[config.mk]
export PLATFORM = sky130hd
export DESIGN_NAME = axi4lite_master_flat
export DESIGN_NICKNAME = d
export VERILOG_FILES = /design/src/rtl/axi4lite_master_if.sv /design/src/rtl/axi4lite_master.sv /design/src/flat_wrapper.sv
export SDC_FILE = /design/constraint.sdc
export NUM_CORES = 1
export LEC_CHECK = 0
export CORE_MARGIN = 1
export CORE_UTILIZATION = 30
export CTS_CLUSTER_DIAMETER = 60
export CTS_CLUSTER_SIZE = 10
export DETAILED_ROUTE_END_ITERATION = 8
export PLACE_DENSITY = 0.67
export SYNTH_ARGS = -nofsm -noshare
export SYNTH_HDL_FRONTEND = slang
export SYNTH_SLANG_ARGS = --single-unit
[constraint.sdc]
create_clock -name A_CLK -period 1.5 [get_ports A_CLK]
set_input_delay 0.15 -clock A_CLK [delete_from_list [all_inputs] [get_ports A_CLK]]
set_output_delay 0.15 -clock A_CLK [all_outputs]
set_load 0.005 [all_outputs]
[src/rtl/axi4lite_master_if.sv]
// rtl/axi4lite_master_if.sv - AXI4-Lite bus bundle between the initiator and a target
interface axi4lite_master_if #(
  parameter int ADDR_WIDTH = 32,
  parameter int DATA_WIDTH = 32
);
  logic                  AW_VALID;
  logic                  AW_READY;
  logic [ADDR_WIDTH-1:0] AW_ADDR;
  logic                  W_VALID;
  logic                  W_READY;
  logic [DATA_WIDTH-1:0] W_DATA;
  logic                  B_VALID;
  logic                  B_READY;
  logic [1:0]            B_RESP;
  logic                  AR_VALID;
  logic                  AR_READY;
  logic [ADDR_WIDTH-1:0] AR_ADDR;
  logic                  R_VALID;
  logic                  R_READY;
  logic [DATA_WIDTH-1:0] R_DATA;
  logic [1:0]            R_RESP;

  modport master (
    output AW_VALID, AW_ADDR, W_VALID, W_DATA, B_READY, AR_VALID, AR_ADDR, R_READY,
    input  AW_READY, W_READY, B_VALID, B_RESP, AR_READY, R_VALID, R_DATA, R_RESP
  );

  modport slave (
    input  AW_VALID, AW_ADDR, W_VALID, W_DATA, B_READY, AR_VALID, AR_ADDR, R_READY,
    output AW_READY, W_READY, B_VALID, B_RESP, AR_READY, R_VALID, R_DATA, R_RESP
  );
endinterface

[src/rtl/axi4lite_master.sv]
// rtl/axi4lite_master.sv - single-outstanding AXI4-Lite initiator with command/response port
// and a channel-stall watchdog.
module axi4lite_master #(
  parameter int AXI_ADDR_WIDTH = 32,
  parameter int AXI_DATA_WIDTH = 32,
  parameter int TIMEOUT_CYCLES = 256
) (
  input  logic                      A_CLK,
  input  logic                      A_RST,
  input  logic                      cmd_valid,
  output logic                      cmd_ready,
  input  logic                      cmd_write,
  input  logic [AXI_ADDR_WIDTH-1:0] cmd_addr,
  input  logic [AXI_DATA_WIDTH-1:0] cmd_wdata,
  output logic                      rsp_valid,
  input  logic                      rsp_ready,
  output logic                      rsp_write,
  output logic [AXI_DATA_WIDTH-1:0] rsp_rdata,
  output logic [1:0]                rsp_resp,
  output logic                      timeout,
  axi4lite_master_if.master         axi
);
  localparam int CNT_W = $clog2(TIMEOUT_CYCLES + 1);
  localparam logic [CNT_W-1:0] CNT_MAX = CNT_W'(TIMEOUT_CYCLES);

  typedef enum logic [2:0] {
    IDLE, WR_REQ, WR_RESP, RD_REQ, RD_RESP, RSP
  } state_e;

  state_e                    state_q, state_d;
  logic                      aw_done_q, aw_done_d;
  logic                      w_done_q, w_done_d;
  logic                      write_q, write_d;
  logic [AXI_ADDR_WIDTH-1:0] addr_q, addr_d;
  logic [AXI_DATA_WIDTH-1:0] wdata_q, wdata_d;
  logic [AXI_DATA_WIDTH-1:0] rdata_q, rdata_d;
  logic [1:0]                resp_q, resp_d;
  logic [CNT_W-1:0]          cnt_q, cnt_d;
  logic                      aw_hs, w_hs, b_hs, ar_hs, r_hs;
  logic                      in_wait;

  // VALIDs derive from state plus the sticky done flags, so they drop on their own handshake edge
  assign axi.AW_VALID = (state_q == WR_REQ) && !aw_done_q;
  assign axi.W_VALID  = (state_q == WR_REQ) && !w_done_q;
  assign axi.B_READY  = (state_q == WR_RESP);
  assign axi.AR_VALID = (state_q == RD_REQ);
  assign axi.R_READY  = (state_q == RD_RESP);
  assign axi.AW_ADDR  = addr_q;
  assign axi.AR_ADDR  = addr_q;
  assign axi.W_DATA   = wdata_q;

  assign cmd_ready = (state_q == IDLE);
  assign rsp_valid = (state_q == RSP);
  assign rsp_write = write_q;
  assign rsp_rdata = rdata_q;
  assign rsp_resp  = resp_q;
  assign timeout   = (cnt_q == CNT_MAX);

  assign aw_hs = axi.AW_VALID && axi.AW_READY;
  assign w_hs  = axi.W_VALID && axi.W_READY;
  assign b_hs  = axi.B_VALID && axi.B_READY;
  assign ar_hs = axi.AR_VALID && axi.AR_READY;
  assign r_hs  = axi.R_VALID && axi.R_READY;

  assign in_wait = (state_q == WR_REQ) || (state_q == WR_RESP) ||
                   (state_q == RD_REQ) || (state_q == RD_RESP);

  always_comb begin
    state_d   = state_q;
    aw_done_d = aw_done_q;
    w_done_d  = w_done_q;
    write_d   = write_q;
    addr_d    = addr_q;
    wdata_d   = wdata_q;
    rdata_d   = rdata_q;
    resp_d    = resp_q;
    unique case (state_q)
      IDLE: begin
        if (cmd_valid) begin
          write_d   = cmd_write;
          addr_d    = cmd_addr;
          wdata_d   = cmd_wdata;
          aw_done_d = 1'b0;
          w_done_d  = 1'b0;
          state_d   = cmd_write ? WR_REQ : RD_REQ;
        end
      end
      WR_REQ: begin
        if (aw_hs) aw_done_d = 1'b1;
        if (w_hs)  w_done_d  = 1'b1;
        if (aw_done_d && w_done_d) state_d = WR_RESP;
      end
      WR_RESP: begin
        if (b_hs) begin
          resp_d  = axi.B_RESP;
          rdata_d = '0;
          state_d = RSP;
        end
      end
      RD_REQ: begin
        if (ar_hs) state_d = RD_RESP;
      end
      RD_RESP: begin
        if (r_hs) begin
          rdata_d = axi.R_DATA;
          resp_d  = axi.R_RESP;
          state_d = RSP;
        end
      end
      RSP: begin
        if (rsp_ready) state_d = IDLE;
      end
      default: state_d = IDLE;
    endcase
  end

  // Watchdog only observes; aborting would violate the VALID-until-handshake rule
  always_comb begin
    cnt_d = cnt_q;
    if (state_d != state_q) begin
      cnt_d = '0;
    end else if (in_wait && (cnt_q != CNT_MAX)) begin
      cnt_d = cnt_q + CNT_W'(1);
    end
  end

  always_ff @(posedge A_CLK) begin
    if (A_RST) begin
      state_q   <= IDLE;
      aw_done_q <= 1'b0;
      w_done_q  <= 1'b0;
      write_q   <= 1'b0;
      addr_q    <= '0;
      wdata_q   <= '0;
      rdata_q   <= '0;
      resp_q    <= '0;
      cnt_q     <= '0;
    end else begin
      state_q   <= state_d;
      aw_done_q <= aw_done_d;
      w_done_q  <= w_done_d;
      write_q   <= write_d;
      addr_q    <= addr_d;
      wdata_q   <= wdata_d;
      rdata_q   <= rdata_d;
      resp_q    <= resp_d;
      cnt_q     <= cnt_d;
    end
  end
endmodule

[src/flat_wrapper.sv]
// flat-port wrapper written by rule: the top's interface ports become plain ports
module axi4lite_master_flat 
#(
  parameter int AXI_ADDR_WIDTH = 32,
  parameter int AXI_DATA_WIDTH = 32,
  parameter int TIMEOUT_CYCLES = 256
)
  (A_CLK, A_RST, cmd_valid, cmd_ready, cmd_write, cmd_addr, cmd_wdata, rsp_valid, rsp_ready, rsp_write, rsp_rdata, rsp_resp, timeout, axi_AW_VALID, axi_AW_ADDR, axi_W_VALID, axi_W_DATA, axi_B_READY, axi_AR_VALID, axi_AR_ADDR, axi_R_READY, axi_AW_READY, axi_W_READY, axi_B_VALID, axi_B_RESP, axi_AR_READY, axi_R_VALID, axi_R_DATA, axi_R_RESP);
  axi4lite_master_if #(.ADDR_WIDTH((32)), .DATA_WIDTH((32))) axi_i ();
  input  logic A_CLK;
  input  logic A_RST;
  input  logic cmd_valid;
  output logic cmd_ready;
  input  logic cmd_write;
  input  logic [AXI_ADDR_WIDTH-1:0] cmd_addr;
  input  logic [AXI_DATA_WIDTH-1:0] cmd_wdata;
  output logic rsp_valid;
  input  logic rsp_ready;
  output logic rsp_write;
  output logic [AXI_DATA_WIDTH-1:0] rsp_rdata;
  output logic [1:0] rsp_resp;
  output logic timeout;
  output wire logic [$bits(axi_i.AW_VALID)-1:0] axi_AW_VALID;
  output wire logic [$bits(axi_i.AW_ADDR)-1:0] axi_AW_ADDR;
  output wire logic [$bits(axi_i.W_VALID)-1:0] axi_W_VALID;
  output wire logic [$bits(axi_i.W_DATA)-1:0] axi_W_DATA;
  output wire logic [$bits(axi_i.B_READY)-1:0] axi_B_READY;
  output wire logic [$bits(axi_i.AR_VALID)-1:0] axi_AR_VALID;
  output wire logic [$bits(axi_i.AR_ADDR)-1:0] axi_AR_ADDR;
  output wire logic [$bits(axi_i.R_READY)-1:0] axi_R_READY;
  input wire logic [$bits(axi_i.AW_READY)-1:0] axi_AW_READY;
  input wire logic [$bits(axi_i.W_READY)-1:0] axi_W_READY;
  input wire logic [$bits(axi_i.B_VALID)-1:0] axi_B_VALID;
  input wire logic [$bits(axi_i.B_RESP)-1:0] axi_B_RESP;
  input wire logic [$bits(axi_i.AR_READY)-1:0] axi_AR_READY;
  input wire logic [$bits(axi_i.R_VALID)-1:0] axi_R_VALID;
  input wire logic [$bits(axi_i.R_DATA)-1:0] axi_R_DATA;
  input wire logic [$bits(axi_i.R_RESP)-1:0] axi_R_RESP;
  assign axi_AW_VALID = axi_i.AW_VALID;
  assign axi_AW_ADDR = axi_i.AW_ADDR;
  assign axi_W_VALID = axi_i.W_VALID;
  assign axi_W_DATA = axi_i.W_DATA;
  assign axi_B_READY = axi_i.B_READY;
  assign axi_AR_VALID = axi_i.AR_VALID;
  assign axi_AR_ADDR = axi_i.AR_ADDR;
  assign axi_R_READY = axi_i.R_READY;
  assign axi_i.AW_READY = axi_AW_READY;
  assign axi_i.W_READY = axi_W_READY;
  assign axi_i.B_VALID = axi_B_VALID;
  assign axi_i.B_RESP = axi_B_RESP;
  assign axi_i.AR_READY = axi_AR_READY;
  assign axi_i.R_VALID = axi_R_VALID;
  assign axi_i.R_DATA = axi_R_DATA;
  assign axi_i.R_RESP = axi_R_RESP;
  axi4lite_master #(.AXI_ADDR_WIDTH(AXI_ADDR_WIDTH), .AXI_DATA_WIDTH(AXI_DATA_WIDTH), .TIMEOUT_CYCLES(TIMEOUT_CYCLES)) u_core (.A_CLK(A_CLK), .A_RST(A_RST), .cmd_valid(cmd_valid), .cmd_ready(cmd_ready), .cmd_write(cmd_write), .cmd_addr(cmd_addr), .cmd_wdata(cmd_wdata), .rsp_valid(rsp_valid), .rsp_ready(rsp_ready), .rsp_write(rsp_write), .rsp_rdata(rsp_rdata), .rsp_resp(rsp_resp), .timeout(timeout), .axi(axi_i));
endmodule
==> tab_implementation.tex <==
\begin{tabular}{lr}
\hline
Metric & Value \\
\hline
\multicolumn{2}{l}{\textbf{Outcome}} \\
\quad Result of the run & finished with violations \\
\quad Violations in the final reports & setup timing \\
\multicolumn{2}{l}{\textbf{Synthesis}} \\
\quad FF+latch count, synth & 113 \\
\quad Largest cells by area after synthesis & sky130\_fd\_sc\_hd\_\_dfxtp\_1 (51\%), sky130\_fd\_sc\_hd\_\_nand2\_1 (12\%), sky130\_fd\_sc\_hd\_\_a21oi\_1 (9.2\%) \\
\quad Mean cell area of the mapped netlist & 8.28 um\^{}2 \\
\quad Proportion of synthesized flip-flops having asynchronous set or reset & 0 \\
\quad Number of cells produced by synthesis & 540 \\
\quad Area of the mapped netlist & 4470 um\^{}2 \\
\quad Synth warnings & 0 \\
\quad Fraction of post-synthesis cell area in the top cell type by area & 0.506 \\
\quad Number of nets produced by synthesis & 652 \\
\quad Netlist cell types & 41 \\
\quad Leading area contributor after synthesis & sky130\_fd\_sc\_hd\_\_dfxtp\_1 \\
\quad Sequential fraction of the synthesis area & 0.506 \\
\quad Leading register cell type out of synthesis & sky130\_fd\_sc\_hd\_\_dfxtp\_1 \\
\quad Number of enable-type register cells in the synthesized netlist & 0 \\
\multicolumn{2}{l}{\textbf{CTS}} \\
\quad Worst skew pair latency & 0.41 ns \\
\quad Root cell of the clock tree & sky130\_fd\_sc\_hd\_\_clkbuf\_16 \\
\quad Clock tree from TritonCTS & done \\
\quad Number of CTS-inserted buffers & 17 \\
\quad Number of H-tree branching levels & 4 \\
\quad Max clock buf depth & 2 \\
\quad Clock net sink count & 113 \\
\quad CTS hold repair buffers & 0 \\
\quad Clock slew at the register clock pins of the worst setup and hold paths & 0.05 ns \\
\multicolumn{2}{l}{\textbf{Drt}} \\
\quad Total number of vias & 4883 \\
\quad Routed Antenna Nets & 0 \\
\quad DRC & 0 \\
\quad Starting DRT DRC Count & 196 \\
\quad TritonRoute pass-1 iters & 4 \\
\quad Average wire per standard cell & 16.4 um \\
\quad Total routed wirelength & 16.4 mm \\
\quad Via density & 4.87 \\
\multicolumn{2}{l}{\textbf{Place}} \\
\quad Routability-driven placement congestion ratio & 0.855 \\
\quad Post-DP HPWL & 10.2 mm \\
\quad Number of port buffers & 248 \\
\quad DP Area & 7260 um\^{}2 \\
\multicolumn{2}{l}{\textbf{Hold path}} \\
\quad Start point of the worst min-delay path & A\_RST \\
\quad Number of stages on the worst hold path & 4 \\
\quad Type of the worst min-delay path & in2reg \\
\quad Hold path endpoint & u\_core.cnt\_q[7]\$\_SDFFE\_PP0P\_ \\
\multicolumn{2}{l}{\textbf{Setup path}} \\
\quad Largest fanout of any net on the critical path & 4 \\
\quad Kind of critical path & reg2reg \\
\quad Worst setup SP type & flop \\
\quad Launch point of the worst reg-to-reg path & u\_core.cnt\_q[2]\$\_SDFFE\_PP0P\_ \\
\quad Register-to-register setup slack & -0.21 ns \\
\quad Worst EP arrival & 1.98 ns \\
\quad CP required & 1.77 ns \\
\quad Critical R2R Capture & u\_core.cnt\_q[5]\$\_SDFFE\_PP0P\_ \\
\quad Maximum cell stage delay along the critical path & 0.49 ns \\
\quad Count of cells along the worst register-to-register path & 5 \\
\quad Type of destination of the critical path & flop \\
\quad Crit-path slowest cell & sky130\_fd\_sc\_hd\_\_nor4\_1 \\
\quad Critical path, cell by cell & buf\_4 -> nand3\_1 -> nor4\_1 -> xnor2\_1 -> nor2\_1 \\
\multicolumn{2}{l}{\textbf{Finish}} \\
\quad Antenna Cells & 0 \\
\quad Area taken by multi-input logic gates & 2560 um\^{}2 \\
\quad Number of fill cells in the layout & 1136 \\
\quad FF/Latch Area & 2280 um\^{}2 \\
\quad Layout overhead on the synthesized area & 101\% \\
\quad Total non-filler cell area in the finished layout & 8970 um\^{}2 \\
\quad Layout cell share with drive strength beyond 1 & 0.308 \\
\quad Post-layout utilization of the core & 0.617 \\
\quad Fin nets & 917 \\
\multicolumn{2}{l}{\textbf{Timing}} \\
\quad Slew at the pin closest to its max-slew limit & 0.590 ns \\
\quad Maximum clock frequency & 0.586 GHz \\
\quad Clock Skews & 0.00888 ns \\
\quad Unrepaired setup endpoints after global routing & true \\
\quad PnR worst setup slack & -0.206 ns \\
\quad Final Hold Viols & 0 \\
\quad Final setup violation count & 101 \\
\quad Final-layout setup total negative slack & -5.34 ns \\
\quad Pins Over Slew Limit & 0 \\
\quad Max-Slew Margin vs Limit & 0.606 \\
\quad Time the worst path needs with I/O delays and setup & 1.71 ns \\
\quad Fin crit share & 1.14 \\
\multicolumn{2}{l}{\textbf{Global routing}} \\
\quad Initial antenna violation count & 1 \\
\quad First-pass GRT wire length & 22.3 mm \\
\quad Overflow after GRT & 0 \\
\quad Pin count of the biggest net entering global routing & 105 \\
\quad Via count of the first global-routing pass & 4520 \\
\quad Total Routing Usage GR & 0.192 \\
\multicolumn{2}{l}{\textbf{Floorplan}} \\
\quad Die span in y & 124 um \\
\quad Die Outline Area & 15400 um\^{}2 \\
\quad Initial Utilization & 0.308 \\
\quad Count of pins on the block boundary & 249 \\
\quad Core ar. & 14500 um\^{}2 \\
\quad Core Rows & 44 \\
\quad Die Span X & 124 um \\
\multicolumn{2}{l}{\textbf{Power}} \\
\quad Largest voltage drop on the vdd net & 0.000687 V \\
\quad Leak pwr & 3.45 nW \\
\quad Final Total Pwr & 0.0102 W \\
\quad Ratio of total power to cell area & 1140 nW/um\^{}2 \\
\multicolumn{2}{l}{\textbf{Flow run}} \\
\quad Number of max-capacitance violations reported & 0 \\
\hline
\end{tabular}
==> cell usage after synthesis (all sizes together) (3+ instances only) <==
cell and n:
dfxtp 113, a211oi 3, nor4 4, a22oi 21
nand3 14, a2111oi 3, nor3 4, nor4b 3
inv 5, mux2i 4, xnor2 8, nand2 144
nor2 37, buf 42, clkbuf 26, a21oi 83
==> worst max-delay path: cells and delay by family, from the launching register on <==
kind                   cells  cell delay [ns]
buffers and inverters      1             0.16
XOR/XNOR                   1             0.22
AND/OR/NAND/NOR            3             0.81
flip-flops                 1             0.39
==> routing by layer <==
metal | wire length, um | GRT usage | up-vias
li1 | - | - | 2319
met4 | 341 | 0.0789 | 0
met1 | 5910 | 0.193 | 2333
met2 | 8860 | 0.350 | 205
met5 | 0 | 0 | -
met3 | 1320 | 0.0769 | 26
==> power by group <==
group	internal (W)	switching (W)	leakage (nW)
Sequential	0.00322	0.000147	0.926
Combinational	0.00147	0.00116	2.21
Clock	0.00290	0.00132	0.310
Total	0.00759	0.00263	3.45
==> what timing repair did <==
action | 4_1_cts | 5_1_grt
endpoints found under the setup margin | 119 | 139
pin swaps | 49 | 72
cloned | 4 | 4
buffers inserted | 10 | 6
resized for setup | 136 | 114
==> layout make-up <==
class	instances	area share
timing repair buffer	313	0.361
sequential	113	0.255
multi-input combinational	355	0.286
clock inverter	10	0.0174
inverter	5	0.00265
clock buffer	22	0.0529
tap	184	0.0257
==> cell usage in the layout (no fill, tap or decap), drive strengths merged, types with 3 or more instances in the layout <==
cell | Yosys | layout
clkdlybuf4s50 | 0 | 230
nand2 | 144 | 144
dfxtp | 113 | 113
a21oi | 83 | 83
buf | 42 | 70
nor2 | 37 | 37
clkbuf | 26 | 26
a22oi | 21 | 21
nand3 | 14 | 14
dlymetal6s2s | 0 | 9
xnor2 | 8 | 8
clkinv | 0 | 5
inv | 5 | 5
mux2i | 4 | 4
bufinv | 0 | 4
nor3 | 4 | 4
nor4 | 4 | 4
a2111oi | 3 | 3
nor4b | 3 | 3
a211oi | 3 | 3
==> cell families after synthesis <==
group	share of synthesized area
buffers and inverters	0.0918
and+or+nand+nor	0.208
AOI/OAI and AO/OA	0.162
DFF	0.506
adders and majority gates	0.00560
xor gates and xnor gates	0.0157
muxes	0.0115
==> flip-flops by register name, indices dropped and copies added (netlist names) <==
name and cells:
u_core.w_done_q 1, u_core.rsp_rdata 32, u_core.state_q 3, u_core.rsp_resp 2, u_core.axi.W_DATA 32, u_core.cnt_q 9, u_core.axi.AR_ADDR 32, u_core.rsp_write 1
u_core.aw_done_q 1
==> how the worst max path moves through the flow <==
stage                                 startpoint                                  to  cells past startpoint
global route        u_core.cnt_q[2]$_SDFFE_PP0P_        u_core.cnt_q[5]$_SDFFE_PP0P_                      5
global placement                       cmd_valid        u_core.cnt_q[8]$_SDFFE_PP0P_                      5
finish              u_core.cnt_q[2]$_SDFFE_PP0P_        u_core.cnt_q[5]$_SDFFE_PP0P_                      5
floorplan           u_core.state_q[0]$_SDFF_PP0_  u_core.axi.W_DATA[29]$_SDFFE_PP0P_                      5
CTS                 u_core.cnt_q[1]$_SDFFE_PP0P_        u_core.cnt_q[1]$_SDFFE_PP0P_                      8
detailed placement                     cmd_valid        u_core.cnt_q[0]$_SDFFE_PP0P_                      5
==> stage by stage <==
step,hold WS [ns],setup slack [ns],cells
after floorplan,0.286,0.00340,540
after global placement,0.439,-0.395,949
after detailed placement,0.445,-0.434,949
after CTS,0.119,-0.122,995
after global routing,0.134,-0.259,1002
final,0.138,-0.206,1002
Note: power is estimated with default switching activity, not from simulation.
